File: config.mk
export PLATFORM = sky130hd
export DESIGN_NAME = cali_fac_bank_ctrl
export DESIGN_NICKNAME = d
export VERILOG_FILES = /design/src/rtl/cali_fac_bank_ctrl.sv
export SDC_FILE = /design/constraint.sdc
export NUM_CORES = 1
export LEC_CHECK = 0
export BUFFER_PORTS_ARGS = -buffer_cell sky130_fd_sc_hd__buf_2
export CORE_MARGIN = 2
export CORE_UTILIZATION = 44
export DETAILED_ROUTE_END_ITERATION = 12
export PLACE_DENSITY_LB_ADDON = 0.1
export SYNTH_ARGS = -nofsm -noshare
export SYNTH_HDL_FRONTEND = slang
export SYNTH_SLANG_ARGS = --single-unit
File: constraint.sdc
create_clock -name clk -period 2.8 [get_ports clk]
set_input_delay 0.28 -clock clk [delete_from_list [all_inputs] [get_ports clk]]
set_output_delay 0.28 -clock clk [all_outputs]
set_load 0.05 [all_outputs]
File: src/rtl/cali_fac_bank_ctrl.sv
// cali_fac_bank_ctrl: double-buffered calibration factor bank with datapath-priority
// RAM arbitration, host shadow-bank access and frame-safe bank swap.
module cali_fac_bank_ctrl #(
  parameter int N_CH = 320
) (
  input  logic        clk,
  input  logic        rst,
  input  logic [8:0]  dp_address,
  input  logic        dp_read,
  output logic [15:0] dp_cali_fac,
  output logic        dp_waitrequest,
  input  logic        frame_sop,
  input  logic        frame_eop,
  input  logic [9:0]  host_address,
  input  logic        host_read,
  input  logic        host_write,
  input  logic [15:0] host_writedata,
  output logic [15:0] host_readdata,
  output logic        host_readdatavalid,
  output logic        host_waitrequest,
  output logic [9:0]  ram_address,
  output logic        ram_rden,
  output logic        ram_wren,
  output logic [15:0] ram_wdata,
  input  logic [15:0] ram_q
);
  localparam logic [9:0] NCH = 10'(N_CH);
  typedef enum logic {DP_IDLE, DP_ACK} dp_state_e;
  dp_state_e   dp_state_q;
  logic        active_bank_q, commit_q, frame_active_q, rdv_q, rd_ram_q;
  logic [15:0] swap_cnt_q, rd_data_q, csr_rd;
  logic        swap, dp_issue, grant, is_csr, in_range, host_fac_rd, host_fac_wr, commit_wr;
  // Swap only between frames and only while the datapath is quiet.
  assign swap = !rst && commit_q && !frame_active_q && !frame_sop && dp_state_q == DP_IDLE && !dp_read;
  assign dp_issue = !rst && dp_state_q == DP_IDLE && dp_read;
  assign grant = !rst && (host_read || host_write) && !dp_issue && !swap;
  assign is_csr = host_address[9];
  assign in_range = {1'b0, host_address[8:0]} < NCH;
  assign host_fac_wr = grant && host_write && !is_csr && in_range;
  assign host_fac_rd = grant && !host_write && !is_csr && in_range;
  assign commit_wr = grant && host_write && is_csr && host_address[8:0] == 9'd0 && host_writedata[0];
  assign csr_rd = host_address[8:0] == 9'd0 ? {13'b0, frame_active_q, active_bank_q, commit_q} :
                  host_address[8:0] == 9'd1 ? swap_cnt_q : 16'h0;
  assign ram_rden = dp_issue || host_fac_rd;
  assign ram_wren = host_fac_wr;
  assign ram_wdata = host_fac_wr ? host_writedata : 16'h0;
  assign ram_address = dp_issue ? {active_bank_q, dp_address} :
                       (host_fac_rd || host_fac_wr) ? {~active_bank_q, host_address[8:0]} : 10'h0;
  assign dp_waitrequest = dp_state_q != DP_ACK;
  assign dp_cali_fac = dp_state_q == DP_ACK ? ram_q : 16'h0;
  assign host_waitrequest = !grant;
  assign host_readdatavalid = rdv_q;
  assign host_readdata = !rdv_q ? 16'h0 : rd_ram_q ? ram_q : rd_data_q;
  always_ff @(posedge clk or posedge rst) begin
    if (rst) begin
      dp_state_q     <= DP_IDLE;
      active_bank_q  <= 1'b0;
      commit_q       <= 1'b0;
      frame_active_q <= 1'b0;
      swap_cnt_q     <= 16'h0;
      rdv_q          <= 1'b0;
      rd_ram_q       <= 1'b0;
      rd_data_q      <= 16'h0;
    end else begin
      dp_state_q     <= dp_issue ? DP_ACK : DP_IDLE;
      frame_active_q <= frame_sop || (frame_active_q && !frame_eop);
      active_bank_q  <= active_bank_q ^ swap;
      commit_q       <= !swap && (commit_q || commit_wr);
      swap_cnt_q     <= swap_cnt_q + 16'(swap);
      rdv_q          <= grant && !host_write;
      rd_ram_q       <= host_fac_rd;
      rd_data_q      <= is_csr ? csr_rd : 16'h0;
    end
  end
endmodule

# Yosys cells after proc, flatten, opt, wreduce, memory -nomap -nowiden
# Index checks and enable logic that the tools add are counted.
[word_totals] regBits=38 in_bits=58 output_inout_bits=63
[op_classes] add_sub_neg=1 n_lt_le_gt_ge=1 n_eq_ne=1 mux=10 bitwise_logic=3 n_reduce_logical=37
[ops] op="16-bit two-way mux" count=7
[ops] op="1-bit logical AND" count=21
[ops] op="10-bit two-way mux" count=2
[ops] op="16-bit by 1-bit adder with 16-bit output" count=1
[ops] op="1-bit zero test" count=10
[ops] op="9-bit by 1-bit == test with 1-bit output (second input constant)" count=1
[ops] op="9-bit zero test" count=1
[ops] op="9-bit less-than comparator (second input constant)" count=1
[ops] op="1-bit logical OR" count=5
[ops] op="1-bit NOT" count=2
[ops] op="1-bit two-way mux" count=1
[ops] op="1-bit XOR" count=1

# Depth between registers and ports, before layout
[logic_depth] depth_word=14 mapped_depth=9 depth_no_buf=8

# Least setup slack after synthesis
# OpenSTA, ideal clock, no wires.
[synth_path] path_kind="flip-flop to flip-flop" start="register frame_active_q" end="register swap_cnt_q[12]" arrival_time_ns=2.205 required_ns=2.677 setup_slack_ns=0.472 stages_incl_launch_ff=10 path_buffers=1 path_cell_list="dfrtp_1 or3b_4 or4_4 inv_1 ha_1 ha_1 and3_1 clkbuf_1 nand3_1 xnor2_1"
[synth_via] elab_chain_cells=6
[synth_rtl] item="from (decl)" line="30" rtl="logic active_bank_q, commit_q, frame_active_q, rdv_q, rd_ram_q;"
[synth_rtl] item="from (signal assigned)" line="66" rtl="frame_active_q <= frame_sop || (frame_active_q && !frame_eop);"
[synth_rtl] item="1-bit zero test" line="34" rtl="assign swap = !rst && commit_q && !frame_active_q && !frame_sop && dp_state_q == DP_IDLE && !dp_read;"
[synth_rtl] item="1-bit logical AND (4 in series)" line="34"
[synth_rtl] item="16-bit by 1-bit adder with 16-bit output" line="69" rtl="swap_cnt_q <= swap_cnt_q + 16'(swap);"
[synth_rtl] item="to (signal assigned)" line="69"
[synth_rtl] item="to (decl)" line="31" rtl="logic [15:0] swap_cnt_q, rd_data_q, csr_rd;"
# No other way between the ends.

# Final worst setup path
[layout_path] start="register dp_state_q" end="output ram_address[9]"
[layout_via] elab_chain_cells=12 word_cells_on_any_way=18 classes_between="2 x mux; 1 x bitwise; 15 x reduce/logical"
[layout_rtl] item="from (decl)" line="29" rtl="dp_state_e dp_state_q;"
[layout_rtl] item="from (signal assigned)" line="65" rtl="dp_state_q <= dp_issue ? DP_ACK : DP_IDLE;"
[layout_rtl] item="1-bit NOT (*)" line="34, 35"
[layout_rtl] item="1-bit logical AND (2 in series)" line="35" rtl="assign dp_issue = !rst && dp_state_q == DP_IDLE && dp_read;"
[layout_rtl] item="1-bit zero test" line="36" rtl="assign grant = !rst && (host_read || host_write) && !dp_issue && !swap;"
[layout_rtl] item="1-bit logical AND (2 in series)" line="36"
[layout_rtl] item="1-bit logical AND (on tied branches) (3 in series)" line="40, 39"
[layout_rtl] item="1-bit logical OR" line="48" rtl="(host_fac_rd || host_fac_wr) ? {~active_bank_q, host_address[8:0]} : 10'h0;"
[layout_rtl] item="10-bit two-way mux" line="48"
[layout_rtl] item="10-bit two-way mux (*)" line="47" rtl="assign ram_address = dp_issue ? {active_bank_q, dp_address} :"
[layout_rtl] item="to (decl)" line="21" rtl="output logic [9:0] ram_address,"
# Every way passes the cells marked *; elsewhere a longest branch is shown, timed or not.

==> run summary <==
CELLS AND AREA
------------------------------------------------------------------------------------------------------
Leading cell type in the layout, fill and taps excluded ................................. sky130_fd_sc_hd__buf_2
Layout cells sized above 1 ..............................................................        41.3%
Final cell area excluding filler cells ..................................................   2920 sq um
Number of nets in the finished design ...................................................          388
Growth of design area from synthesis to finish ..........................................        34.3%
Commonest cells after routing, fill and taps aside ...................................... 120 x sky130_fd_sc_hd__buf_2, 45 x sky130_fd_sc_hd__and2_1, 38 x sky130_fd_sc_hd__dfrtp_1, 19 x sky130_fd_sc_hd__mux2i_1, 16 x sky130_fd_sc_hd__nor2b_1
Ant. Diodes .............................................................................            0
Fraction of the core area covered by cells at the end of the flow .......................        61.4%

TIMING
------------------------------------------------------------------------------------------------------
Time the final worst path needs with I/O delays and setup ...............................      2.53 ns
Normalized max-slew margin ..............................................................        46.7%
Total count of max-transition violations in the final report ............................            0
Final setup fails .......................................................................            0
Highest achievable clock rate ...........................................................    0.394 GHz
Setup Skew ..............................................................................   0.00349 ns
Share of the clock period used by the worst path after layout ...........................        90.5%
Worst Slack Setup Final .................................................................     0.265 ns
Sum of negative setup slack .............................................................         0 ns
RSZ-0062 raised after global routing ....................................................        false
Slew at the pin closest to its max-slew limit ...........................................     0.800 ns
Fin. Hold Viols .........................................................................            0
Hold WS .................................................................................     0.113 ns

DIE
------------------------------------------------------------------------------------------------------
Die Wd ..................................................................................      74.3 um
Vertical extent of the die ..............................................................      74.3 um
Standard cell core area .................................................................   4750 sq um
Initial Util ............................................................................        45.7%
Area of the die .........................................................................   5520 sq um
Cell row count ..........................................................................           25
Top Ports ...............................................................................          121

DRT
------------------------------------------------------------------------------------------------------
Remaining number of nets flagged by the antenna check after routing .....................            0
Iteration count of the initial detailed-routing pass ....................................            4
# DRC ...................................................................................            0
Mean number of vias per cell ............................................................         4.56
Routed wire length ......................................................................      4560 um
Vias ....................................................................................         1806
First-iteration detailed-routing DRC count ..............................................           48
Wire per inst ...........................................................................      11.5 um

PWR
------------------------------------------------------------------------------------------------------
Sw Pwr ..................................................................................     0.333 mW
Register share of total power ...........................................................        46.0%
Internal power component ................................................................     0.884 mW
Worst vdd ir ............................................................................     0.300 mV
Net switching share of the total power ..................................................        27.3%
Leakage .................................................................................      1.55 nW
Pwr/cell area ...........................................................................  417 nW/um^2
Combinational share of power ............................................................        17.5%
Part of the power in the clock network ..................................................        36.6%

CLOCK TREE
------------------------------------------------------------------------------------------------------
Clock transition at the register clock pins on the worst setup and hold paths after CTS .      0.07 ns
# H-tree levels .........................................................................            2
Clock buffer depth ......................................................................            2
Clock net sink count ....................................................................           38
Clock tree from TritonCTS ...............................................................         done
Post-CTS resize count ...................................................................            0
Number of CTS-inserted buffers ..........................................................            5
Hold_buf cts ............................................................................            0
Clock latency on the worst-skew pair ....................................................      0.29 ns
Clock Root Buffer ....................................................................... sky130_fd_sc_hd__clkbuf_8
Number of post-CTS setup repair buffers .................................................            0

SETUP PATH
------------------------------------------------------------------------------------------------------
Startpoint kind of the worst setup timing path ..........................................         flop
Bufs and invs on worst path .............................................................            1
Worst Setup End Kind ....................................................................  output port
Top Family by Delay on Critical Path ....................................................   flip-flops
Worst Path Class, Setup .................................................................   reg -> out
Data required time at the worst endpoint ................................................      2.52 ns
Register-to-Register Path Depth .........................................................            8
Largest fanout of any net on the critical path ..........................................           20
Instance count on the critical path .....................................................            5
Cell-by-cell listing of the critical path ............................................... nor3b_1 -> o21bai_1 -> nor4_4 -> mux2_2 -> buf_2
Arrival time at the worst endpoint ......................................................      2.25 ns
Largest stage delay, worst path .........................................................      0.69 ns
Worst path slowest cell ................................................................. sky130_fd_sc_hd__dfrtp_1

LOGIC SYNTHESIS
------------------------------------------------------------------------------------------------------
Synthesized area per cell ...............................................................   10.3 sq um
Synth Instances .........................................................................          210
Proportion of register bits with asynchronous set or reset after synthesis ..............         100%
Net Count, Synth ........................................................................          270
Flip-flop cell with the highest count after synthesis ................................... sky130_fd_sc_hd__dfrtp_1
Number of enable flip-flop cells after synthesis ........................................            0
Distinct cell type count after synthesis ................................................           34
Netlist Area Pre-Place ..................................................................   2170 sq um
Ys Warns ................................................................................            0
Synth Register Bits .....................................................................           38
Fraction of the yosys area taken by sequential cells ....................................        43.8%

GLOBAL ROUTING
------------------------------------------------------------------------------------------------------
Antenna violations before repair ........................................................            0
Number of global-route vias before repair ...............................................         1641
Largest net degree at the start of global routing .......................................           25
Global routing usage summed across all routing layers ...................................        17.5%
Global-route wire length before repair ..................................................      7450 um
Congestion Overflow GR ..................................................................            0

PLACEMENT
------------------------------------------------------------------------------------------------------
Post-Place Cell Area ....................................................................   2810 sq um
Placer congestion estimate ..............................................................        0.775
Worst slack at placement ................................................................     0.416 ns
IO buf count ............................................................................          120
DPL Wire Length .........................................................................      3690 um

STATUS
------------------------------------------------------------------------------------------------------
Outcome ................................................................................. finished clean

HOLD PATH
------------------------------------------------------------------------------------------------------
Min-delay worst type ....................................................................  in -> async

RUN
------------------------------------------------------------------------------------------------------
Max Cap Viol ............................................................................            0

-- area by class of cell --
cell class,count,area [sq um]
Clock buffer,5,68.8
Clock inverter,3,40.0
Fill cell,439,1840
Inverter,6,22.5
Multi-Input combinational cell,155,1140
Sequential cell,38,951
Tap cell,67,83.8
Timing Repair Buffer,122,616
-- synth_stat cells (all sizes together) (4+ instances only) --
| cell type | count | area share [%] |
|---|---|---|
| nor2b | 16 | 4.6 |
| mux2i | 19 | 8.8 |
| xnor2 | 13 | 5.2 |
| and3 | 4 | 1.2 |
| buf | 5 | 1.7 |
| dfrtp | 38 | 44 |
| clkbuf | 6 | 1.2 |
| and2 | 45 | 13 |
| nand2 | 4 | 0.69 |
| nand3 | 9 | 2.1 |
| a22o | 10 | 4.0 |
| inv | 6 | 1.0 |
| nor2 | 9 | 1.6 |
-- layer usage --
layer | GRT usage, % | vias to the layer above | share of wire, %
li1 | - | 934 | -
met4 | 5.56 | 0 | 1.5
met3 | 4.88 | 7 | 6.6
met1 | 23.3 | 801 | 48
met5 | 0 | - | 0
met2 | 27.9 | 64 | 44
-- worst paths after layout --
kind / endpoint / from / slack [ns]
worst min register to register: swap_cnt_q[15] / swap_cnt_q[15] / 0.47
min in group clk: frame_active_q / frame_sop / 0.19
worst min-delay path: host_readdatavalid / rst / 0.11
worst max-delay path: ram_address[9] / dp_state_q / 0.27
worst max register to register: swap_cnt_q[12] / frame_active_q / 0.42
max in group asynchronous: rd_data_q[14] / rst / 2.01
-- power by group through the flow --
stage / Combinational (mW) / Sequential, mW / Clock [mW]
floorplan: 0.146 / 0.566 / 0
global placement: 0.212 / 0.569 / 0
detailed placement: 0.214 / 0.570 / 0
CTS: 0.215 / 0.559 / 0.456
global route: 0.228 / 0.560 / 0.482
finish: 0.212 / 0.559 / 0.445
-- registers in the layout, summed over array words and instances (netlist names) --
name	flops
active_bank_q	1
commit_q	1
dp_state_q	1
frame_active_q	1
host_readdatavalid	1
rd_data_q	16
rd_ram_q	1
swap_cnt_q	16
-- per-stage QoR --
step | cells | total power [mW]
6_report | 396 | 1.22
5_1_grt | 396 | 1.27
4_1_cts | 396 | 1.23
3_5_place_dp | 388 | 0.784
3_3_place_gp | 388 | 0.782
2_1_floorplan | 210 | 0.711
-- logic make-up (layout without fill, tap and decap cells) --
logic type | Yosys count | count (layout) | share of synthesized area (%)
AOI/OAI and AO/OA | 16 | 16 | 6.28
adders and majority gates | 2 | 2 | 1.15
muxes | 20 | 20 | 9.27
and+or+nand+nor | 102 | 102 | 29.5
buffers and inverters | 17 | 136 | 3.97
DFF | 38 | 38 | 43.8
xor gates and xnor gates | 15 | 15 | 6.05
Power figures use the tool's default switching activity.
